File: src/rtl/enemy_pkg.sv
// Shared types, screen constants and helpers for the enemy swarm.
package enemy_pkg;

    typedef enum logic [1:0] {
        DIR_DOWN  = 2'd0,
        DIR_UP    = 2'd1,
        DIR_RIGHT = 2'd2,
        DIR_LEFT  = 2'd3
    } dir_e;

    localparam int SCREEN_W = 640;
    localparam int SCREEN_H = 480;

    // x/y hold signed 11-bit screen coordinates; speed is already forced non-zero.
    typedef struct packed {
        logic        active;
        dir_e        dir;
        logic [10:0] x;
        logic [10:0] y;
        logic [3:0]  speed;
    } slot_t;

    // A 10-bit lane is below 1024, so two conditional subtractions give lane % span.
    function automatic logic [9:0] lane_wrap(input logic [9:0] lane, input logic [9:0] span);
        logic [9:0] v;
        v = lane;
        if (v >= span) begin
            v = v - span;
        end
        if (v >= span) begin
            v = v - span;
        end
        return v;
    endfunction

    // Sprite artwork: top bit set so every sprite texel is opaque.
    function automatic logic [11:0] rom_word(input logic [10:0] addr);
        return {1'b1, addr};
    endfunction

endpackage

File: src/rtl/enemy_ROM.sv
// Sprite colour ROM, one registered read per pixel clock.
module enemy_ROM
    import enemy_pkg::*;
#(
    parameter int ADDR_W = 9
) (
    input  logic              clk_i,
    input  logic [ADDR_W-1:0] addr_i,
    output logic [11:0]       data_o
);

    logic [11:0] data_q;

    // Synchronous read
    always_ff @(posedge clk_i) begin
        data_q <= rom_word(11'(addr_i));
    end

    assign data_o = data_q;

endmodule

File: src/rtl/enemy_sprite_addr.sv
// Per-slot hit test and orientation-aware ROM address generation.
module enemy_sprite_addr
    import enemy_pkg::*;
#(
    parameter int SPR_W   = 8,
    parameter int SPR_LEN = 48,
    parameter int ADDR_W  = 9
) (
    input  logic              active_i,
    input  dir_e              dir_i,
    input  logic [10:0]       pos_x_i,
    input  logic [10:0]       pos_y_i,
    input  logic [10:0]       draw_x_i,
    input  logic [10:0]       draw_y_i,
    output logic              hit_o,
    output logic [ADDR_W-1:0] addr_o
);

    localparam logic signed [12:0] W13   = 13'(SPR_W);
    localparam logic signed [12:0] LEN13 = 13'(SPR_LEN);
    localparam logic [ADDR_W-1:0]  WA    = ADDR_W'(SPR_W);
    localparam logic [ADDR_W-1:0]  LENA  = ADDR_W'(SPR_LEN);
    localparam logic [ADDR_W-1:0]  ONEA  = ADDR_W'(1);

    logic signed [12:0] dx_s, dy_s, wide_s, tall_s;
    logic [ADDR_W-1:0]  dxa_s, dya_s, raw_s;
    logic               vert_s;

    // Footprint test and texel address; DOWN/UP read the right-facing art rotated
    always_comb begin
        dx_s   = $signed({2'b00, draw_x_i}) - $signed({{2{pos_x_i[10]}}, pos_x_i});
        dy_s   = $signed({2'b00, draw_y_i}) - $signed({{2{pos_y_i[10]}}, pos_y_i});
        vert_s = (dir_i == DIR_DOWN) || (dir_i == DIR_UP);
        wide_s = vert_s ? W13 : LEN13;
        tall_s = vert_s ? LEN13 : W13;
        hit_o  = active_i && (dx_s >= 13'sd0) && (dx_s < wide_s)
                          && (dy_s >= 13'sd0) && (dy_s < tall_s);
        dxa_s  = ADDR_W'(dx_s);
        dya_s  = ADDR_W'(dy_s);
        case (dir_i)
            DIR_RIGHT: raw_s = dxa_s + LENA * dya_s;
            DIR_LEFT:  raw_s = (LENA - ONEA - dxa_s) + LENA * dya_s;
            DIR_DOWN:  raw_s = dya_s + LENA * (WA - ONEA - dxa_s);
            DIR_UP:    raw_s = (LENA - ONEA - dya_s) + LENA * (WA - ONEA - dxa_s);
            default:   raw_s = {ADDR_W{1'b0}};
        endcase
        if (hit_o) begin
            addr_o = raw_s;
        end else begin
            addr_o = {ADDR_W{1'b0}};
        end
    end

endmodule

File: src/rtl/enemy_swarm.sv
// N-slot enemy manager: spawn allocation, per-frame movement sweep, priority render.
// Optional player collision is built when ENEMY_SWARM_COLLIDE_EN is defined.
module enemy_swarm
    import enemy_pkg::*;
#(
    parameter int N_ENEMIES = 8,
    parameter int SPR_W     = 8,
    parameter int SPR_LEN   = 48,
    parameter int ADDR_W    = 9
) (
    input  logic                 pixel_clk,
    input  logic                 rst,
    input  logic                 en,
    input  logic                 frame_tick,
    input  logic                 spawn_req,
    input  logic [1:0]           spawn_dir,
    input  logic [9:0]           spawn_lane,
    input  logic [3:0]           spawn_speed,
    output logic                 spawn_ack,
    output logic                 full,
    output logic                 busy,
    output logic [N_ENEMIES-1:0] live_mask,
    input  logic [10:0]          drawX,
    input  logic [10:0]          drawY,
    output logic [11:0]          enemy_color
`ifdef ENEMY_SWARM_COLLIDE_EN
    ,
    input  logic [10:0]          player_x,
    input  logic [10:0]          player_y,
    input  logic [7:0]           player_w,
    input  logic [7:0]           player_h,
    output logic                 collide
`endif
);

    localparam int IDX_W = (N_ENEMIES > 1) ? $clog2(N_ENEMIES) : 1;
    localparam logic [IDX_W-1:0]   LAST_IDX = IDX_W'(N_ENEMIES - 1);
    localparam logic signed [12:0] LEN13    = 13'(SPR_LEN);
    localparam logic signed [12:0] W13      = 13'(SPR_W);
    localparam logic signed [12:0] SCR_W13  = 13'(SCREEN_W);
    localparam logic signed [12:0] SCR_H13  = 13'(SCREEN_H);

    typedef enum logic {ST_IDLE, ST_SWEEP} state_e;

    state_e            state_q;
    logic [IDX_W-1:0]  idx_q;
    logic              busy_q;
    slot_t             slots_q [N_ENEMIES];

    logic              free_found_s;
    logic [IDX_W-1:0]  free_idx_s;
    logic              spawn_go_s;
    slot_t             spawn_slot_s;
    slot_t             cur_s;
    slot_t             step_s;
    logic signed [12:0] mv_x_s, mv_y_s, spd_s;
    logic              vert_s, off_s, ovl_s;

    logic [N_ENEMIES-1:0] hit_s;
    logic [ADDR_W-1:0]    addr_s [N_ENEMIES];
    logic                 sel_hit_s;
    logic [ADDR_W-1:0]    sel_addr_s;
    logic                 hit_q;
    logic [11:0]          rom_data_s;

    // Lowest free slot and live flags
    always_comb begin
        free_found_s = 1'b0;
        free_idx_s   = {IDX_W{1'b0}};
        live_mask    = {N_ENEMIES{1'b0}};
        for (int i = N_ENEMIES - 1; i >= 0; i--) begin
            live_mask[i] = slots_q[i].active;
            if (!slots_q[i].active) begin
                free_found_s = 1'b1;
                free_idx_s   = IDX_W'(i);
            end else begin
                free_found_s = free_found_s;
            end
        end
    end

    assign full       = !free_found_s;
    // A tick in the same cycle takes precedence; the request simply waits.
    assign spawn_go_s = (state_q == ST_IDLE) && en && !frame_tick && spawn_req && free_found_s;
    assign spawn_ack  = spawn_go_s;
    assign busy       = busy_q;

    // Entry position of a newly spawned slot
    always_comb begin
        spawn_slot_s        = '0;
        spawn_slot_s.active = 1'b1;
        spawn_slot_s.dir    = dir_e'(spawn_dir);
        spawn_slot_s.speed  = (spawn_speed == 4'd0) ? 4'd1 : spawn_speed;
        case (dir_e'(spawn_dir))
            DIR_DOWN: begin
                spawn_slot_s.x = {1'b0, lane_wrap(spawn_lane, 10'(SCREEN_W))};
                spawn_slot_s.y = 11'(-LEN13);
            end
            DIR_UP: begin
                spawn_slot_s.x = {1'b0, lane_wrap(spawn_lane, 10'(SCREEN_W))};
                spawn_slot_s.y = 11'(SCR_H13);
            end
            DIR_RIGHT: begin
                spawn_slot_s.x = 11'(-LEN13);
                spawn_slot_s.y = {1'b0, lane_wrap(spawn_lane, 10'(SCREEN_H))};
            end
            DIR_LEFT: begin
                spawn_slot_s.x = 11'(SCR_W13);
                spawn_slot_s.y = {1'b0, lane_wrap(spawn_lane, 10'(SCREEN_H))};
            end
            default: begin
                spawn_slot_s.x = 11'd0;
                spawn_slot_s.y = 11'd0;
            end
        endcase
    end

    // Move the slot under the sweep pointer and decide whether it survives
    always_comb begin
        cur_s  = slots_q[idx_q];
        mv_x_s = $signed({{2{cur_s.x[10]}}, cur_s.x});
        mv_y_s = $signed({{2{cur_s.y[10]}}, cur_s.y});
        spd_s  = $signed({9'd0, cur_s.speed});
        vert_s = (cur_s.dir == DIR_DOWN) || (cur_s.dir == DIR_UP);
        case (cur_s.dir)
            DIR_DOWN:  mv_y_s = mv_y_s + spd_s;
            DIR_UP:    mv_y_s = mv_y_s - spd_s;
            DIR_RIGHT: mv_x_s = mv_x_s + spd_s;
            DIR_LEFT:  mv_x_s = mv_x_s - spd_s;
            default:   mv_x_s = mv_x_s;
        endcase
        if (vert_s) begin
            off_s = (mv_y_s <= -LEN13) || (mv_y_s >= SCR_H13);
        end else begin
            off_s = (mv_x_s <= -LEN13) || (mv_x_s >= SCR_W13);
        end
        step_s        = cur_s;
        step_s.x      = mv_x_s[10:0];
        step_s.y      = mv_y_s[10:0];
        step_s.active = cur_s.active && !off_s && !ovl_s;
    end

`ifdef ENEMY_SWARM_COLLIDE_EN
    logic signed [12:0] px_s, py_s, pw_s, ph_s, ew_s, eh_s;
    logic               pulsed_q;
    logic               collide_q;

    // Post-move enemy box against the player box
    always_comb begin
        px_s  = $signed({2'b00, player_x});
        py_s  = $signed({2'b00, player_y});
        pw_s  = $signed({5'd0, player_w});
        ph_s  = $signed({5'd0, player_h});
        ew_s  = vert_s ? W13 : LEN13;
        eh_s  = vert_s ? LEN13 : W13;
        ovl_s = cur_s.active && (mv_x_s < px_s + pw_s) && (px_s < mv_x_s + ew_s)
                             && (mv_y_s < py_s + ph_s) && (py_s < mv_y_s + eh_s);
    end

    // Single collide pulse per sweep
    always_ff @(posedge pixel_clk or posedge rst) begin
        if (rst) begin
            collide_q <= 1'b0;
            pulsed_q  <= 1'b0;
        end else begin
            collide_q <= (state_q == ST_SWEEP) && en && ovl_s && !pulsed_q;
            if (state_q == ST_IDLE) begin
                pulsed_q <= 1'b0;
            end else if ((state_q == ST_SWEEP) && en && ovl_s) begin
                pulsed_q <= 1'b1;
            end
        end
    end

    assign collide = collide_q;
`else
    assign ovl_s = 1'b0;
`endif

    // Sweep FSM, slot storage and spawn writes
    always_ff @(posedge pixel_clk or posedge rst) begin
        if (rst) begin
            state_q <= ST_IDLE;
            idx_q   <= {IDX_W{1'b0}};
            busy_q  <= 1'b0;
            for (int i = 0; i < N_ENEMIES; i++) begin
                slots_q[i] <= '0;
            end
        end else begin
            case (state_q)
                ST_IDLE: begin
                    if (frame_tick && en) begin
                        state_q <= ST_SWEEP;
                        idx_q   <= {IDX_W{1'b0}};
                        busy_q  <= 1'b1;
                    end else if (spawn_go_s) begin
                        slots_q[free_idx_s] <= spawn_slot_s;
                    end
                end
                ST_SWEEP: begin
                    if (en) begin
                        slots_q[idx_q] <= step_s;
                    end
                    if (idx_q == LAST_IDX) begin
                        state_q <= ST_IDLE;
                        busy_q  <= 1'b0;
                    end else begin
                        idx_q <= idx_q + IDX_W'(1);
                    end
                end
                default: begin
                    state_q <= ST_IDLE;
                    busy_q  <= 1'b0;
                end
            endcase
        end
    end

    for (genvar g = 0; g < N_ENEMIES; g++) begin : g_spr
        enemy_sprite_addr #(
            .SPR_W   (SPR_W),
            .SPR_LEN (SPR_LEN),
            .ADDR_W  (ADDR_W)
        ) u_addr (
            .active_i (slots_q[g].active),
            .dir_i    (slots_q[g].dir),
            .pos_x_i  (slots_q[g].x),
            .pos_y_i  (slots_q[g].y),
            .draw_x_i (drawX),
            .draw_y_i (drawY),
            .hit_o    (hit_s[g]),
            .addr_o   (addr_s[g])
        );
    end

    // Lowest-index hit owns the pixel
    always_comb begin
        sel_hit_s  = 1'b0;
        sel_addr_s = {ADDR_W{1'b0}};
        for (int i = N_ENEMIES - 1; i >= 0; i--) begin
            if (hit_s[i]) begin
                sel_hit_s  = 1'b1;
                sel_addr_s = addr_s[i];
            end else begin
                sel_hit_s  = sel_hit_s;
            end
        end
    end

    enemy_ROM #(
        .ADDR_W (ADDR_W)
    ) u_rom (
        .clk_i  (pixel_clk),
        .addr_i (sel_addr_s),
        .data_o (rom_data_s)
    );

    // Hit flag delayed to line up with the ROM read
    always_ff @(posedge pixel_clk or posedge rst) begin
        if (rst) begin
            hit_q <= 1'b0;
        end else begin
            hit_q <= sel_hit_s;
        end
    end

    assign enemy_color = hit_q ? rom_data_s : 12'h000;

endmodule

File: config.mk
export PLATFORM = sky130hd
export DESIGN_NAME = enemy_swarm
export DESIGN_NICKNAME = d
export VERILOG_FILES = /design/src/rtl/enemy_pkg.sv /design/src/rtl/enemy_ROM.sv /design/src/rtl/enemy_sprite_addr.sv /design/src/rtl/enemy_swarm.sv
export SDC_FILE = /design/constraint.sdc
export NUM_CORES = 2
export LEC_CHECK = 0
export CORE_ASPECT_RATIO = 2
export CORE_MARGIN = 2
export CORE_UTILIZATION = 65
export DETAILED_ROUTE_END_ITERATION = 7
export DONT_BUFFER_PORTS = 1
export PLACE_DENSITY = 0.92
export SETUP_SLACK_MARGIN = 0.5
export SYNTH_ARGS = -nofsm -noshare
export SYNTH_HDL_FRONTEND = slang
export SYNTH_HIERARCHICAL = 1
export SYNTH_SLANG_ARGS = --single-unit
File: constraint.sdc
create_clock -name pixel_clk -period 14.65 [get_ports pixel_clk]
set_input_delay 1.465 -clock pixel_clk [delete_from_list [all_inputs] [get_ports pixel_clk]]
set_output_delay 1.465 -clock pixel_clk [all_outputs]
set_load 0.1 [all_outputs]
# == Word-level counts from Yosys, hierarchy flattened ==
# Cells that the tools add are included.
# Widths: inputs -> output; s select.
# word_totals
register_bits,247
in_bits,43
out_inout_bits,23
word_cells,392
# op_classes
add_sub_neg,83
mul,16
order_cmp,46
eq_ne,37
muxes,94
bitwise_logic,3
reduce_logical,68
# ops
op,n
$mux 232,3
$bwmux 232,2
$pmux 232 s2,1
$add 9x9->9,32
$pmux 9 s4,8
$ge 13x1->1 const B,16
$lt 13x13->1,16
$sub 12x11->13,16
$demux 29 s3,2
$mul 2x9->5 const A,16
$sub 6x9->9 const A,16
$mux 29,4
$mux 10,10
$mux 6,16
$pmux 22 s4,1
$bmux 29 s3,1
$mux 9,8
$sub 3x9->9 const A,8
$pmux 13 s2,2
$eq 2x2->1 const B,20
$logic_and 1x1->1,40
$ge 10x10->1 const B,3
$ge 10x9->1 const B,3
$mux 3,10
27 further kinds,93

# == Depth between registers and ports, before layout ==
# logic_depth
depth_word,17
depth_mapped,27
mapped_depth_nobuf,26

# == By module ==
# Netlist, hierarchy kept.
# by_module_without_submodules
module,n_inst,cells_each,area_per_inst_um2,seq_area_each_um2
enemy_swarm,1,1605,15447.3,5955.7
enemy_sprite_addr (g_spr[3].u_addr ...),3,313,2393.5,0.0
enemy_sprite_addr (g_spr[0].u_addr ...),3,310,2381.0,0.0
enemy_sprite_addr (g_spr[4].u_addr),1,347,2610.0,0.0
enemy_sprite_addr (g_spr[2].u_addr),1,305,2461.1,0.0
enemy_ROM,1,14,210.2,180.2

# == Least setup slack after synthesis ==
# No wires, ideal clock.
# synth_timing
path_type,flip-flop to flip-flop
startpoint,register slots_q (netlist bit live_mask[3])
endpoint,register slots_q[207] (netlist bit)
setup_time_ns,0.066
arrival_ns,6.835
t_required_ns,14.584
slack_ns,7.749
stages_incl_launch_ff,10
n_path_buf,3
synth_period_minus_slack_ns,6.901
path_cell_list,dfrtp_1 nand2_1 nor4_1 nor2_1 a21o_1 clkbuf_1 clkbuf_1 o21ai_1 clkbuf_1 a22o_1
# synth_via
word_cells_on_any_way,21
cone_classes,2 x order compare; 1 x eq/ne; 14 x mux; 1 x bitwise; 3 x reduce/logical
# synth_lines
element,line,rtl
from (decl),enemy_swarm.sv:48,slot_t slots_q [N_ENEMIES];
"from (signal, indexed assignment)",enemy_swarm.sv:197,slots_q[free_idx_s] <= spawn_slot_s;
"from (signal, indexed assignment)",enemy_swarm.sv:202,slots_q[idx_q] <= step_s;
$mux 1 (4 in a row),enemy_swarm.sv:73,if (!slots_q[i].active) begin
$logic_and 1x1->1,enemy_swarm.sv:84,assign spawn_go_s = (state_q == ST_IDLE) && en && !frame_tick && spawn_req && free_found_s;
net spawn_ack,enemy_swarm.sv:19,"output logic spawn_ack,"
$ne 2x2->1 (no line),-,
$reduce_and 3->1 (no line),-,
# The timed path passes the listed nets, and every way through them passes these cells. The select of a mux whose other input is x is not followed.
# A chain may end at the register's enable or synchronous reset.

# == Final worst setup path ==
# layout_timing
startpoint,register idx_q[1]
endpoint,register slots_q[83] (netlist bit)
# layout_via
elab_chain_cells,9
word_cells_on_any_way,17
cone_classes,2 x add/sub; 2 x order compare; 2 x eq/ne; 9 x mux; 1 x bitwise; 1 x reduce/logical
# layout_lines
element,line,rtl
from (decl),enemy_swarm.sv:46,logic [IDX_W-1:0] idx_q;
from (signal assigned),enemy_swarm.sv:184,idx_q <= {IDX_W{1'b0}};
from (signal assigned),enemy_swarm.sv:194,idx_q <= {IDX_W{1'b0}};
from (signal assigned),enemy_swarm.sv:208,idx_q <= idx_q + IDX_W'(1);
$not 3->4 (not written as such) (*),"enemy_swarm.sv:120, enemy_swarm.sv:202",
$bmux 29 s3,enemy_swarm.sv:120,cur_s = slots_q[idx_q];
$mux 29 (not written as such) (2 in a row),enemy_swarm.sv:120,
$sub 11x5->12 (tied with other cells),enemy_swarm.sv:129,DIR_LEFT: mv_x_s = mv_x_s - spd_s;
$pmux 13 s2,enemy_swarm.sv:125,case (cur_s.dir)
$bwmux 232 (*),enemy_swarm.sv:202,
$mux 232 (*),enemy_swarm.sv:201,if (en) begin
$pmux 232 s2 (*),enemy_swarm.sv:190,case (state_q)
# Every way passes the cells marked *; elsewhere a longest branch is shown, timed or not. The select of a mux whose other input is x is not followed.

==> reports/summary.txt <==
first-pass GRT wire length = 203 mm
FP Rows = 120
EDFF count, synth = 0
Tmin final = 6.56 ns
Remaining DRCs = 7
cts bufs inserted = 23
Top FF cell, synth = dfrtp_1
Worst setup SP type = register
period utilisation layout = 0.448
wire per inst = 28.6 um
Post-Syn Instances = 4140
FF+latch area = 0.00614 mm^2
clock buffer depth = 3
ranking of synthesized cells by area = ha_1, dfrtp_1, inv_1
via/cell ratio = 7.41
Layout area overhead = 3.33%
hold_buf cts = 0
Yosys top cell by area = ha_1
unrepaired setup endpoints after global routing = false
Least-Margin Pin Slew = 1.41 ns
synth cell count leaders = ha_1, inv_1, nand2_1, a21oi_1, nor2_1
final net count = 4603
routability-driven placement congestion ratio = 1.14
crit path max fanout = 32
crit end category = register
Final ANT Viol Nets = 0
gr ovfl total = 0
async set-reset flop share out of synthesis = 0.964
Global Route Usage Sum = 0.477
later-pin clock latency in the skew report = 0.57 ns
Synth Warn # = 6
register area share after synthesis = 0.175
Critical Path AT = 7.00 ns
core area = 0.0535 mm^2
clock-pin slew on the worst setup and hold paths = 0.07 ns
share of Yosys cell area claimed by the top area cell type = 0.172
failing checks = design-rule violations
Hold Violations, Final = 0
HP Class = register to register
I/O Buffers = 0
Distinct cells, synth = 123
CTS tree = built
worst path required time = 15.09 ns
full die area = 0.0559 mm^2
die width = 168 um
Slew Viols, Final = 0
final wirelength = 135 mm
vias in the first global route = 34600
fmax = 0.152 GHz
Pre-antenna DRT Iters = 8
critical path class = register to register
Rel. slew slack = 0.0362
H-tree depth = 1
die height = 332 um
Initial Util = 0.656
R2R Setup Slk = 8.09 ns
Util after Layout = 0.678
Max Cap Violations = 0
Setup TNS = 0 ns
DR iter-0 viols = 4619
count leader, synth = ha_1
area of the multi-input gates = 0.0263 mm^2
Post-CTS Repair Setup Buffers = 0
Seq cells post-synth = 247
Final HPWL DP = 103 mm
syn avg cell area = 8.47 um^2
Setup WS pre-CTS = 7.76 ns
initial antenna violation count = 5
synthesized area = 0.0351 mm^2
status = finished with violations
final setup vio count = 0
final worst slack = 8.09 ns
Clock Sinks = 247
largest net degree at the start of global routing = 108
clk root buf = clkbuf_16
clk_skew = 0.0270 ns
share of cells above drive strength 1 = 0.0627
# IOs = 66
DR vias = 34900
number of fill cells = 4206
Post-CTS Resized = 0
[cells in the final DEF (no fill, tap or decap), types with 47 or more instances in the layout]
master,Yosys,final
a21o_1,67,66
a21oi_1,269,268
a22o_1,151,151
a22oi_1,60,60
dfrtp_1,238,236
fa_1,58,58
ha_1,482,482
inv_1,463,462
mux2i_1,61,61
mux4_2,47,47
nand2_1,323,323
nand3_1,57,57
nor2_1,239,238
nor3_1,83,83
o21ai_0,201,195
o22ai_1,157,157
xnor2_1,172,172
xor2_1,85,85
[per-layer routing]
layer,GRT usage,wire [um],vias up,part of all wire
met5,0,27,-,0.00020
met1,0.468,40100,16300,0.30
met2,0.763,60400,2662,0.45
met3,0.163,15800,1110,0.12
li1,-,-,14800,-
met4,0.480,18200,4,0.14
[state kept, by name (all words and copies together) (netlist names)]
name          cells
slots_q         224
u_rom/data_o      9
live_mask         8
idx_q             3
busy              1
hit_q             1
state_q           1
[kinds of logic (layout without fill, tap and decap cells)]
logic type | count (synthesis) | after routing | synth area share
buf+inv | 657 | 550 | 0.0762
fa+ha+maj | 548 | 548 | 0.207
flops | 247 | 247 | 0.175
mux | 152 | 152 | 0.0757
xor+xnor | 276 | 276 | 0.0757
simple gates | 977 | 977 | 0.136
other cells | 2 | 8 | 0.000214
compound gates | 1281 | 1281 | 0.253
[cell type report]
| type | count | area share |
|---|---|---|
| Inverter | 468 | 0.0487 |
| Clock inverter | 10 | 0.00373 |
| Clock buffer | 29 | 0.0179 |
| Tap cell | 671 | 0.0232 |
| Timing Repair Buffer | 43 | 0.00947 |
| Sequential cell | 247 | 0.170 |
| Antenna cell | 5 | 0.000345 |
| Multi-Input combinational cell | 3237 | 0.727 |
[stage by stage]
step,hold WS (ns),instances,area (um^2)
after floorplan,0.442,4141,35100
after detailed placement,0.466,4666,35400
final,0.480,4710,36200
after global routing,0.506,4705,36200
after CTS,0.480,4705,36200
after global placement,0.456,4666,35400
[worst max-delay path: stages, from the launching register on]
cell and delay [ns]:
dfrtp_2 0.48, buf_4 0.47, buf_4 0.56, mux4_2 0.57, nand2_1 0.14, nand2_1 0.33, nor3_1 0.34, ha_1 0.31
o21ai_0 0.35, ha_1 0.35, nand3_1 0.10, a21oi_1 0.07, or3_1 0.42, and3_1 0.21, a311oi_1 0.44, nand2_1 0.09
o21ai_1 0.64, o22ai_1 0.28, a22o_1 0.26
[worst paths after layout]
path | start | to | cells after the start
min in group asynchronous | rst | slots_q[14] | 1
hold reg to reg | slots_q[60] | slots_q[60] | 2
hold / removal | slots_q[60] | slots_q[60] | 2
setup / recovery | idx_q[1] | slots_q[83] | 18
setup reg to reg | idx_q[1] | slots_q[83] | 18
max in group asynchronous | rst | slots_q[156] | 2
Power is left out: the tool's default activity adds up to more than one toggle a clock period on the data nets, which glitch-free logic cannot reach.
